`src/rtl/id_ex_stage_reg_if.sv`:
```
// ID->EX stage bus: the ID-side handshake with its decoded fields, and the
// EX-side handshake with the packed word and the hazard-unit taps.
//  slave  : the stage register (takes the ID fields and out_ready; drives in_ready and the EX side)
//  master : the surrounding pipeline (drives the ID fields and out_ready)
interface id_ex_stage_reg_if #(
  parameter int unsigned DATA_W = 8,
  parameter int unsigned REG_AW = 3,
  parameter int unsigned IMM_W  = 3
);
  localparam int unsigned PKT_W = 2 + DATA_W + REG_AW + IMM_W;

  logic              in_valid;
  logic              in_ready;
  logic              reg_write;
  logic              alu_instr;
  logic [DATA_W-1:0] data;
  logic [REG_AW-1:0] rd;
  logic [IMM_W-1:0]  immd;

  logic              out_valid;
  logic              out_ready;
  logic [PKT_W-1:0]  out;
  logic [REG_AW-1:0] ex_rd;
  logic              ex_wr_pending;

  modport slave (
    input  in_valid, reg_write, alu_instr, data, rd, immd, out_ready,
    output in_ready, out_valid, out, ex_rd, ex_wr_pending
  );

  modport master (
    output in_valid, reg_write, alu_instr, data, rd, immd, out_ready,
    input  in_ready, out_valid, out, ex_rd, ex_wr_pending
  );
endinterface

```
`src/rtl/id_ex_stage_reg.sv`:
```
// ID->EX pipeline stage register with a 2-entry skid buffer.
// Packs {reg_write, alu_instr, data, rd, immd} into one word; in_ready comes
// straight from the occupancy state, so there is no combinational path from
// out_ready. Supports a synchronous flush and a saturating stall counter.
//  clk, reset (sync, active-low), flush : control
//  bus (slave)  : ID handshake + fields in, EX handshake + packed word out,
//                 ex_rd / ex_wr_pending for the hazard unit
//  stall_cnt    : cycles with out_valid & !out_ready, saturating
module id_ex_stage_reg #(
  parameter int unsigned DATA_W = 8,
  parameter int unsigned REG_AW = 3,
  parameter int unsigned IMM_W  = 3,
  parameter int unsigned CNT_W  = 16
) (
  input  logic                   clk,
  input  logic                   reset,
  input  logic                   flush,
  id_ex_stage_reg_if.slave       bus,
  output logic [CNT_W-1:0]       stall_cnt
);
  localparam int unsigned PKT_W = 2 + DATA_W + REG_AW + IMM_W;

  // One state per occupancy: main_v = (state != EMPTY), skid_v = (state == FULL)
  typedef enum logic [1:0] {EMPTY = 2'd0, ONE = 2'd1, FULL = 2'd2} state_t;

  state_t           state_q, state_d;
  logic [PKT_W-1:0] main_q, main_d;
  logic [PKT_W-1:0] skid_q, skid_d;
  logic [CNT_W-1:0] stall_q, stall_d;

  logic             main_v;
  logic             skid_v;
  logic             in_xfer;
  logic             out_xfer;
  logic [PKT_W-1:0] pkt;

  assign main_v   = (state_q != EMPTY);
  assign skid_v   = (state_q == FULL);
  assign pkt      = {bus.reg_write, bus.alu_instr, bus.data, bus.rd, bus.immd};
  assign in_xfer  = bus.in_valid & ~skid_v;
  assign out_xfer = main_v & bus.out_ready;

  // main_q is zeroed whenever it is vacated, so a bubble is an all-zero word
  assign bus.in_ready      = ~skid_v;
  assign bus.out_valid     = main_v;
  assign bus.out           = main_q;
  assign bus.ex_rd         = main_q[IMM_W +: REG_AW];
  assign bus.ex_wr_pending = main_v & main_q[PKT_W-1];
  assign stall_cnt         = stall_q;

  // Occupancy / payload next-state
  always_comb begin
    state_d = state_q;
    main_d  = main_q;
    skid_d  = skid_q;
    if (flush) begin
      // Squash both entries; a beat offered this cycle is dropped too
      state_d = EMPTY;
      main_d  = '0;
      skid_d  = '0;
    end else begin
      unique case (state_q)
        EMPTY: begin
          if (in_xfer) begin
            main_d  = pkt;
            state_d = ONE;
          end
        end
        ONE: begin
          if (in_xfer && out_xfer) begin
            main_d = pkt;
          end else if (in_xfer) begin
            skid_d  = pkt;
            state_d = FULL;
          end else if (out_xfer) begin
            main_d  = '0;
            state_d = EMPTY;
          end
        end
        FULL: begin
          if (out_xfer) begin
            main_d  = skid_q;
            skid_d  = '0;
            state_d = ONE;
          end
        end
        default: begin
          state_d = EMPTY;
          main_d  = '0;
          skid_d  = '0;
        end
      endcase
    end
  end

  // Saturating stall counter; flush does not clear it
  always_comb begin
    stall_d = stall_q;
    if (main_v && !bus.out_ready && (stall_q != {CNT_W{1'b1}})) begin
      stall_d = stall_q + CNT_W'(1);
    end
  end

  always_ff @(posedge clk) begin
    if (!reset) begin
      state_q <= EMPTY;
      main_q  <= '0;
      skid_q  <= '0;
      stall_q <= '0;
    end else begin
      state_q <= state_d;
      main_q  <= main_d;
      skid_q  <= skid_d;
      stall_q <= stall_d;
    end
  end
endmodule

```
`src/flat_wrapper.sv`:
```
// flat-port wrapper written by rule: the top's interface ports become plain ports
module id_ex_stage_reg_flat 
#(
  parameter int unsigned DATA_W = 8,
  parameter int unsigned REG_AW = 3,
  parameter int unsigned IMM_W  = 3,
  parameter int unsigned CNT_W  = 16
)
  (clk, reset, flush, stall_cnt, bus_in_valid, bus_reg_write, bus_alu_instr, bus_data, bus_rd, bus_immd, bus_out_ready, bus_in_ready, bus_out_valid, bus_out, bus_ex_rd, bus_ex_wr_pending);
  id_ex_stage_reg_if #(.DATA_W(DATA_W), .REG_AW(REG_AW), .IMM_W(IMM_W)) bus_i ();
  input  logic clk;
  input  logic reset;
  input  logic flush;
  output logic [CNT_W-1:0] stall_cnt;
  input wire logic [$bits(bus_i.in_valid)-1:0] bus_in_valid;
  input wire logic [$bits(bus_i.reg_write)-1:0] bus_reg_write;
  input wire logic [$bits(bus_i.alu_instr)-1:0] bus_alu_instr;
  input wire logic [$bits(bus_i.data)-1:0] bus_data;
  input wire logic [$bits(bus_i.rd)-1:0] bus_rd;
  input wire logic [$bits(bus_i.immd)-1:0] bus_immd;
  input wire logic [$bits(bus_i.out_ready)-1:0] bus_out_ready;
  output wire logic [$bits(bus_i.in_ready)-1:0] bus_in_ready;
  output wire logic [$bits(bus_i.out_valid)-1:0] bus_out_valid;
  output wire logic [$bits(bus_i.out)-1:0] bus_out;
  output wire logic [$bits(bus_i.ex_rd)-1:0] bus_ex_rd;
  output wire logic [$bits(bus_i.ex_wr_pending)-1:0] bus_ex_wr_pending;
  assign bus_i.in_valid = bus_in_valid;
  assign bus_i.reg_write = bus_reg_write;
  assign bus_i.alu_instr = bus_alu_instr;
  assign bus_i.data = bus_data;
  assign bus_i.rd = bus_rd;
  assign bus_i.immd = bus_immd;
  assign bus_i.out_ready = bus_out_ready;
  assign bus_in_ready = bus_i.in_ready;
  assign bus_out_valid = bus_i.out_valid;
  assign bus_out = bus_i.out;
  assign bus_ex_rd = bus_i.ex_rd;
  assign bus_ex_wr_pending = bus_i.ex_wr_pending;
  id_ex_stage_reg #(.DATA_W(DATA_W), .REG_AW(REG_AW), .IMM_W(IMM_W), .CNT_W(CNT_W)) u_core (.clk(clk), .reset(reset), .flush(flush), .bus(bus_i), .stall_cnt(stall_cnt));
endmodule
```
`config.mk`:
```
export PLATFORM = sky130hd
export DESIGN_NAME = id_ex_stage_reg_flat
export DESIGN_NICKNAME = d
export VERILOG_FILES = /design/src/rtl/id_ex_stage_reg_if.sv /design/src/rtl/id_ex_stage_reg.sv /design/src/flat_wrapper.sv
export SDC_FILE = /design/constraint.sdc
export NUM_CORES = 1
export LEC_CHECK = 0
export BUFFER_PORTS_ARGS = -buffer_cell sky130_fd_sc_hd__buf_2
export CAP_MARGIN = 25
export CORE_MARGIN = 1.5
export CORE_UTILIZATION = 46
export DETAILED_ROUTE_END_ITERATION = 10
export HOLD_SLACK_MARGIN = 0.05
export PLACE_DENSITY_LB_ADDON = 0.3
export RECOVER_POWER = 50
export SETUP_SLACK_MARGIN = 0.05
export SYNTH_ARGS = -nofsm -noshare
export SYNTH_HDL_FRONTEND = slang
export SYNTH_SLANG_ARGS = --single-unit
export TNS_END_PERCENT = 20
```
`constraint.sdc`:
```
create_clock -name clk -period 1.4 [get_ports clk]
set_input_delay 0.28 -clock clk [delete_from_list [all_inputs] [get_ports clk]]
set_output_delay 0.28 -clock clk [all_outputs]
set_load 0.01 [all_outputs]
```
# Word level (Yosys, flattened, before mapping)
# Cells that the tools add are included.
[word_totals]
regBits = 50
out_inout_bits = 38
[classes]
addsub = 1
n_eq_ne = 10
muxes = 14
bitwise = 6
reduce_logical = 10
[ops]
columns = ["operator", "n"]
rows = [
  ["$mux 16", 6],
  ["$pmux 16 s3", 2],
  ["$add 16x1->16 const B", 1],
  ["$ne 16x16->1 const B", 1],
  ["$reduce_and 4->1", 3],
  ["$mux 2", 5],
  ["$ne 3x1->1 const B", 2],
  ["$pmux 2 s3", 1],
  ["$ne 2x1->1 const B", 2],
  ["$ne 2x2->1 const B", 2],
  ["$and 1x1->1", 3],
  ["$logic_and 1x1->1", 3],
  ["$ne 3x3->1 const B", 1],
  ["$not 1->1", 3],
  ["$eq 2x1->1 const B", 1],
  ["$eq 2x2->1 const B", 1],
  ["$logic_not 2->1", 1],
  ["$reduce_bool 2->1", 1],
  ["$reduce_or 2->1", 1],
  ["$logic_not 1->1", 1],
]

# Longest topological paths before layout
# Gate-level depths: netlist of run 1.
[depth]
depth_word = 6
ltp_mapped = 7

# Worst setup path after synthesis of run 1
# Ideal clock, no wire load.
[synth_path]
kind = "register to register"
startpoint = "register u_core.stall_q[0] (netlist: u_core.stall_cnt[0])"
endpoint = "register u_core.stall_q[5] (netlist: u_core.stall_cnt[5])"
setup_ns = 0.132
arrival_time_ns = 1.511
t_required_ns = 1.268
setup_slack_ns = -0.243
path_stages_with_launch = 7
path_buffers = 1
path_cell_list = "dfxtp_1 -> ha_1 -> nand4_1 -> nor4_1 -> buf_2 -> or3_1 -> a21oi_1"
[synth_between]
elab_chain_len = 2
word_cells_on_any_way = 3
[synth_rtl]
columns = ["element", "line_no", "rtl"]
rows = [
  ["start: declaration", "id_ex_stage_reg.sv:29", "logic [CNT_W-1:0] stall_q, stall_d;"],
  ["start signal: assignment", "id_ex_stage_reg.sv:114", "stall_q <= stall_d;"],
  ["branches (longest 2 deep; another with $add 16x1->16)", "--", ""],
]
# Several ways; the timed one is not identified.
# A chain may end at the register's enable or synchronous reset.

# Worst setup path after layout of run 1
[layout_path]
startpoint = "register u_core.stall_q[1] (netlist: u_core.stall_cnt[1])"
endpoint = "register u_core.stall_q[7] (netlist: u_core.stall_cnt[7])"
# The elaborated chain is that of the path after synthesis.

==> results.tsv, run 1 <==
stage	metric	value	unit
placement	place_inst	368	
timing	grt_setup_unrepaired	yes	
timing	min_period	1.57	ns
global_routing	grt_usage	0.214	
detailed_routing	drt-pass1-iter-count	7	
detailed_routing	drc	0	
die	die_width	71.1	um
setup_path	crit_path_start_kind	flip-flop	
timing	max_freq	0.637	GHz
final_layout	ff_latch_area	1020	um^2
yosys	synth_edf_count	0	
timing	maxSlewHeadroom	0.524	
yosys	ys_warn_count	0	
global_routing	grt_pass1_vias	1924	
detailed_routing	wire_per_inst	14.3	um
detailed_routing	drtIter0Drc	206	
setup_path	path_max_fanout	10	
clock_network	htreeDepth	2	
power	pwr-share-seq	0.552	
final_layout	layout-drive-gt1-share	0.387	
die	ios	59	
detailed_routing	routed_wl	5.51	mm
yosys	ys_ff_latch	50	
detailed_routing	ant_nets	0	
flow_run	max_cap_viol_count	0	
timing	setup_viol	35	
final_layout	final_area	3010	um^2
status	violations	setup timing	
die	dieHeight	71.1	um
setup_path	worstPathRequired	1.63	ns
power	power_density	873	nW/um^2
status	status	finished, violations left	
final_layout	final_cells	385	
yosys	syn_area_per_cell	9.07	um^2
timing	final_max_slew_viol_count	0	
final_layout	syn_to_final_growth	41.3	%
yosys	seq_area_frac_synth	0.469	
final_layout	fillerInstances	335	
placement	dp_hpwl	3.83	mm
detailed_routing	via_per_inst	5.71	
power	peakVddDrop	0.643	mV
clock_network	clk_latency	0.31	ns
final_layout	diodes	0	
global_routing	overflow	0	
power	p_clk_frac	0.345	
power	leakagePower	0.00119	uW
clock_network	cts_inserted_buffers	5	
timing	tightest_slew	0.713	ns
power	p_comb_frac	0.103	
clock_network	cts_buffer_depth	2	
timing	fin_skew	0.00666	ns
power	switching_power	657	uW
clock_network	cts.clk_slew.worst_paths	0.10	ns
die	std_cell_rows	24	
yosys	synth-main-ff-cell	dfxtp_1	
yosys	syn_nets	257	
final_layout	multi_input_area	1110	um^2
yosys	async_flop_share	0	
die	core	4410	um^2
timing	min_period_over_period	1.12	
yosys	yosysUniqueCellTypes	37	
placement	place_congestion	0.771	
die	die_area	5050	um^2
global_routing	grt_pass1_wl	8.69	mm
timing	setup_ws	-0.170	ns
setup_path	crit_type	reg -> reg	
die	start_util	0.483	
global_routing	grt_max_degree	24	
setup_path	cp-end-kind	flip-flop	
power	intPower	1970	uW
global_routing	antenna_found_initial	0	
power	p_sw_frac	0.250	
setup_path	worstPathArrival	1.80	ns
timing	hold_viol	0	
worst_hold_path	hold_path_class	in -> reg	
clock_network	clockRootBuffer	clkbuf_8	
clock_network	cts_sinks	50	
detailed_routing	vias	2200	
yosys	syn_inst	235	
placement	numPortBuffers	58	
final_layout	final_nets	354	
placement	dpl_cell_area	2740	um^2
yosys	syn_area	2130	um^2
final_layout	final_util	0.682	
clock_network	cts_tree	built	
cell type report:
class / count / share of cell area
multi-input cells: 161 / 0.369
flip-flops and latches: 50 / 0.338
clock buffers: 6 / 0.0274
repair buffers: 111 / 0.234
inverters: 3 / 0.00374
well taps: 52 / 0.0216
clock inverters: 2 / 0.00582
cells in the final DEF (no fill, tap or decap), drive strengths merged, types with 4 or more instances in the layout:
cell,count
or4,4
nand2,10
nand2b,4
nand3,6
buf,93
nand4,7
nor2,35
or3,8
o21ai,8
a222oi,16
a22oi,15
nor2b,5
clkbuf,24
o31ai,5
a21oi,14
mux2i,4
dfxtp,50
registers in the layout (all words and copies together) (netlist names):
name              count
u_core.state_q        2
u_core.stall_cnt     16
u_core.skid_q        16
u_core.bus.out       16
path summary, 6_finish.rpt:
check | from | end | slack, ns | cells past startpoint
setup / recovery | u_core.stall_cnt[1] | u_core.stall_cnt[7] | -0.17 | 6
hold / removal | bus_rd[2] | u_core.skid_q[5] | 0.22 | 3
setup reg to reg | u_core.stall_cnt[1] | u_core.stall_cnt[7] | -0.17 | 6
hold reg to reg | u_core.skid_q[7] | u_core.skid_q[7] | 0.47 | 2
through the flow:
step / hold slack (ns) / TNS [ns] / setup WS (ns) / total power, uW
CTS: 0.214 / -3.10 / -0.160 / 2640
global placement: 0.444 / -8.44 / -0.390 / 1730
global route: 0.224 / -5.52 / -0.271 / 2730
detailed placement: 0.460 / -9.77 / -0.476 / 1730
floorplan: 0.428 / -1.10 / -0.0769 / 1630
finish: 0.222 / -2.86 / -0.170 / 2630
power by group through the flow:
stage / combinational (uW) / clock (uW) / sequential, uW
after floorplan: 142 / 0 / 1490
after global placement: 241 / 0 / 1490
after detailed placement: 245 / 0 / 1490
after CTS: 263 / 925 / 1450
after global routing: 294 / 983 / 1460
final: 271 / 907 / 1450
cells by family (layout without fill, tap and decap cells):
family | Yosys count | in the layout | synth area share
AND/OR/NAND/NOR | 91 | 91 | 0.223
AO/OA/AOI/OAI | 65 | 65 | 0.225
flip-flops | 50 | 50 | 0.469
buffers and inverters | 24 | 122 | 0.0581
multiplexers | 4 | 4 | 0.0188
adder cells (fa/ha/maj) | 1 | 1 | 0.00587
what timing repair did:
| action | 4_1_cts | 5_1_grt |
|---|---|---|
| setup endpoints to repair | 35 | 35 |
| resized for setup | 14 | 23 |
| buffers inserted | 6 | 3 |
| hold buffers | 0 | 0 |
| pin swaps | 13 | 11 |
worst max-delay path: stages (launching register included):
cell and delay [ns]:
dfxtp_4 0.37, ha_4 0.14, nand4_1 0.16, nor4_2 0.35
buf_4 0.23, o31ai_1 0.08, a21oi_1 0.16
cells in the mapped netlist, drive strengths merged, types with 4 or more instances:
| cell | number | area [um^2] |
|---|---|---|
| a22oi | 15 | 113 |
| buf | 11 | 75.1 |
| nand4 | 7 | 58.8 |
| dfxtp | 50 | 1000 |
| or4 | 4 | 30.0 |
| nand2b | 4 | 25.0 |
| o21ai | 8 | 40.0 |
| o31ai | 5 | 37.5 |
| nor2b | 5 | 31.3 |
| a21oi | 14 | 70.1 |
| nor2 | 35 | 131 |
| nand3 | 6 | 30.0 |
| clkbuf | 10 | 37.5 |
| or3 | 8 | 50.1 |
| mux2i | 4 | 40.0 |
| a222oi | 16 | 160 |
| nand2 | 10 | 37.5 |
per-layer routing:
layer / part of all wire / vias to the layer above / GRT usage
met1: 0.44 / 1029 / 0.273
met4: 0.011 / 0 / 0.0692
met5: 0 / - / 0
li1: - / 1083 / -
met2: 0.49 / 81 / 0.359
met3: 0.059 / 7 / 0.0484
(Power assumes the default switching activity.)
==> inputs of run 2 (changes only) <==
--- a/config.mk
+++ b/config.mk
@@ -14,5 +14,4 @@
 export PLACE_DENSITY_LB_ADDON = 0.3
 export RECOVER_POWER = 50
-export SETUP_SLACK_MARGIN = 0.05
 export SYNTH_ARGS = -nofsm -noshare
 export SYNTH_HDL_FRONTEND = slang
==> constraint.sdc (replaced) <==
create_clock -name clk -period 1.4 [get_ports clk]
set_input_delay 0.07 -clock clk [delete_from_list [all_inputs] [get_ports clk]]
set_output_delay 0.07 -clock clk [all_outputs]
set_load 0.01 [all_outputs]
==> results.tsv, run 2 (synthesis results as in run 1) <==
stage	metric	value	unit	change
status	status	finished, violations left		
status	violations	setup timing		
detailed_routing	wire_per_inst	15.4	um	+7.8%
timing	tightest_slew	0.579	ns	-0.134 ns
power	p_sw_frac	0.249		-0.000367
clock_network	clockRootBuffer	clkbuf_8		
setup_path	worstPathRequired	1.63	ns	about the same
detailed_routing	via_per_inst	5.72		about the same
die	die_width	71.1	um	unchanged
clock_network	cts_sinks	50		unchanged
die	dieHeight	71.1	um	unchanged
setup_path	crit_path_start_kind	flip-flop		
placement	place_congestion	0.795		+3.2%
power	switching_power	664	uW	+1.1%
final_layout	ff_latch_area	1010	um^2	-0.61%
global_routing	grt_pass1_vias	2070		+7.6%
final_layout	syn_to_final_growth	47.4	%	
global_routing	grt_max_degree	20		-17%
final_layout	final_cell_mix	dfxtp_1, buf_4, nor2_1, buf_2, clkbuf_1		
final_layout	layout-drive-gt1-share	0.329		-0.0589
setup_path	cp-end-kind	flip-flop		
timing	max_freq	0.608	GHz	-4.6%
setup_path	path_max_fanout	6		-4
worst_hold_path	hold_path_class	in -> reg		
final_layout	final_cells	399		+3.6%
timing	min_period_over_period	1.18		+0.0542
flow_run	max_cap_viol_count	0		unchanged
timing	maxSlewHeadroom	0.613		+0.0886
power	intPower	2000	uW	+1.3%
detailed_routing	routed_wl	6.15	mm	+12%
die	core	4410	um^2	unchanged
power	leakagePower	0.00124	uW	+4.1%
timing	setup_viol	33		-5.7%
placement	place_inst	369		+0.27%
worst_hold_path	whs_path_depth	3		unchanged
global_routing	grt_usage	0.238		+0.0238
placement	numPortBuffers	58		unchanged
clock_network	cts_tree	built		
clock_network	clk_latency	0.31	ns	about the same
final_layout	layout_commonest_cell	dfxtp_1		
power	total_power	2660	uW	+1.2%
power	pwr-share-seq	0.546		-0.006
power	p_clk_frac	0.341		-0.004
timing	fin_skew	0.00948	ns	+0.00282 ns
detailed_routing	vias	2281		+3.7%
die	std_cell_rows	24		unchanged
detailed_routing	m1WireLength	2.67	mm	+11%
final_layout	final_nets	368		+4.0%
die	ios	59		unchanged
final_layout	diodes	0		unchanged
power	power_density	848	nW/um^2	-2.9%
clock_network	cts_inserted_buffers	5		unchanged
clock_network	htreeDepth	2		unchanged
die	die_area	5050	um^2	unchanged
timing	grt_setup_unrepaired	yes		
die	start_util	0.483		unchanged
detailed_routing	ant_nets	0		unchanged
global_routing	grt_pass1_wl	9.61	mm	+11%
global_routing	antenna_found_initial	0		unchanged
detailed_routing	drt-pass1-iter-count	5		-2
placement	dp_hpwl	3.88	mm	+1.5%
detailed_routing	met3_length	373	um	+15%
setup_path	worstPathArrival	1.87	ns	+0.07 ns
timing	setup_ws	-0.246	ns	-0.0759 ns
timing	hold_viol	0		unchanged
timing	final_max_slew_viol_count	0		unchanged
power	peakVddDrop	0.520	mV	-19%
timing	min_period	1.65	ns	+0.0759 ns
detailed_routing	dr_wl_met2	3.00	mm	+11%
clock_network	cts_buffer_depth	2		unchanged
detailed_routing	top_layer	met4		
global_routing	overflow	0		unchanged
detailed_routing	drc	0		unchanged
setup_path	ff2ff_path_depth	6		unchanged
final_layout	fillerInstances	354		+5.7%
detailed_routing	drtIter0Drc	202		-1.9%
final_layout	multi_input_area	1130	um^2	+1.6%
power	p_comb_frac	0.113		+0.010
clock_network	cts.clk_slew.worst_paths	0.09	ns	about the same
timing	whs	0.113	ns	-0.109 ns
setup_path	crit_type	reg -> reg		
-- run 2: cell types whose count changed in the layout (fill, tap and decap cells not counted), moves of 3 or more --
cell / previous run / this run
dlygate4sd3_1: 0 / 16
clkbuf_1: 18 / 26
buf_2: 39 / 35
buf_4: 45 / 39
o21ai_1: 4 / 1
-- run 2: path summary, 6_finish.rpt --
path | startpoint | end | slack (ns)
setup / recovery | u_core.stall_cnt[0] | u_core.stall_cnt[7] | -0.25
hold / removal | reset | u_core.stall_cnt[1] | 0.11
setup reg to reg | u_core.stall_cnt[0] | u_core.stall_cnt[7] | -0.25
hold reg to reg | u_core.skid_q[7] | u_core.skid_q[7] | 0.47
-- run 2: cell type report --
cell class / count / share of cell area
Sequential cell: 50 / 0.322
Timing Repair Buffer: 125 / 0.263
Clock inverter: 2 / 0.00478
Tap cell: 52 / 0.0207
Inverter: 3 / 0.00358
Multi-Input combinational cell: 161 / 0.359
Clock buffer: 6 / 0.0263
-- run 2: per-stage QoR --
step	cell area (um^2)	util	TNS, ns	setup WS [ns]
finish	3140	0.712	-4.61	-0.246
global route	3140	0.712	-7.30	-0.334
CTS	3090	0.701	-3.08	-0.152
detailed placement	2770	0.628	-4.57	-0.195
global placement	2750	0.622	-8.55	-0.397
floorplan	2200	-	-0.958	-0.0557
-- run 2: timing repair --
| action | CTS | global route |
|---|---|---|
| gates resized for setup | 13 | 16 |
| endpoints found under the setup margin | 48 | 33 |
| endpoints found under the hold margin | 29 | 0 |
| gates cloned | 0 | 1 |
| pin swaps | 12 | 10 |
| setup buffers | 3 | 3 |
| hold buffers | 16 | 0 |
-- run 2: power by group through the flow --
stage,Combinational (uW),Sequential [uW],Clock [uW]
after floorplan,144,1490,0
after global placement,246,1490,0
after detailed placement,253,1490,0
after CTS,296,1450,923
after global routing,326,1460,991
final,301,1450,908
-- run 2: worst max-delay path, stage by stage, from the launching register on --
cell     delay, ns
dfxtp_4       0.37
ha_4          0.14
nand4_1       0.21
nor4_4        0.41
buf_6         0.20
o31ai_1       0.08
a21oi_1       0.15
-- run 2: routing by layer --
layer,track usage,vias to the layer above
li1,-,1109
met1,0.310,1083
met2,0.389,77
met3,0.0556,12
met4,0.0776,0
met5,0,-
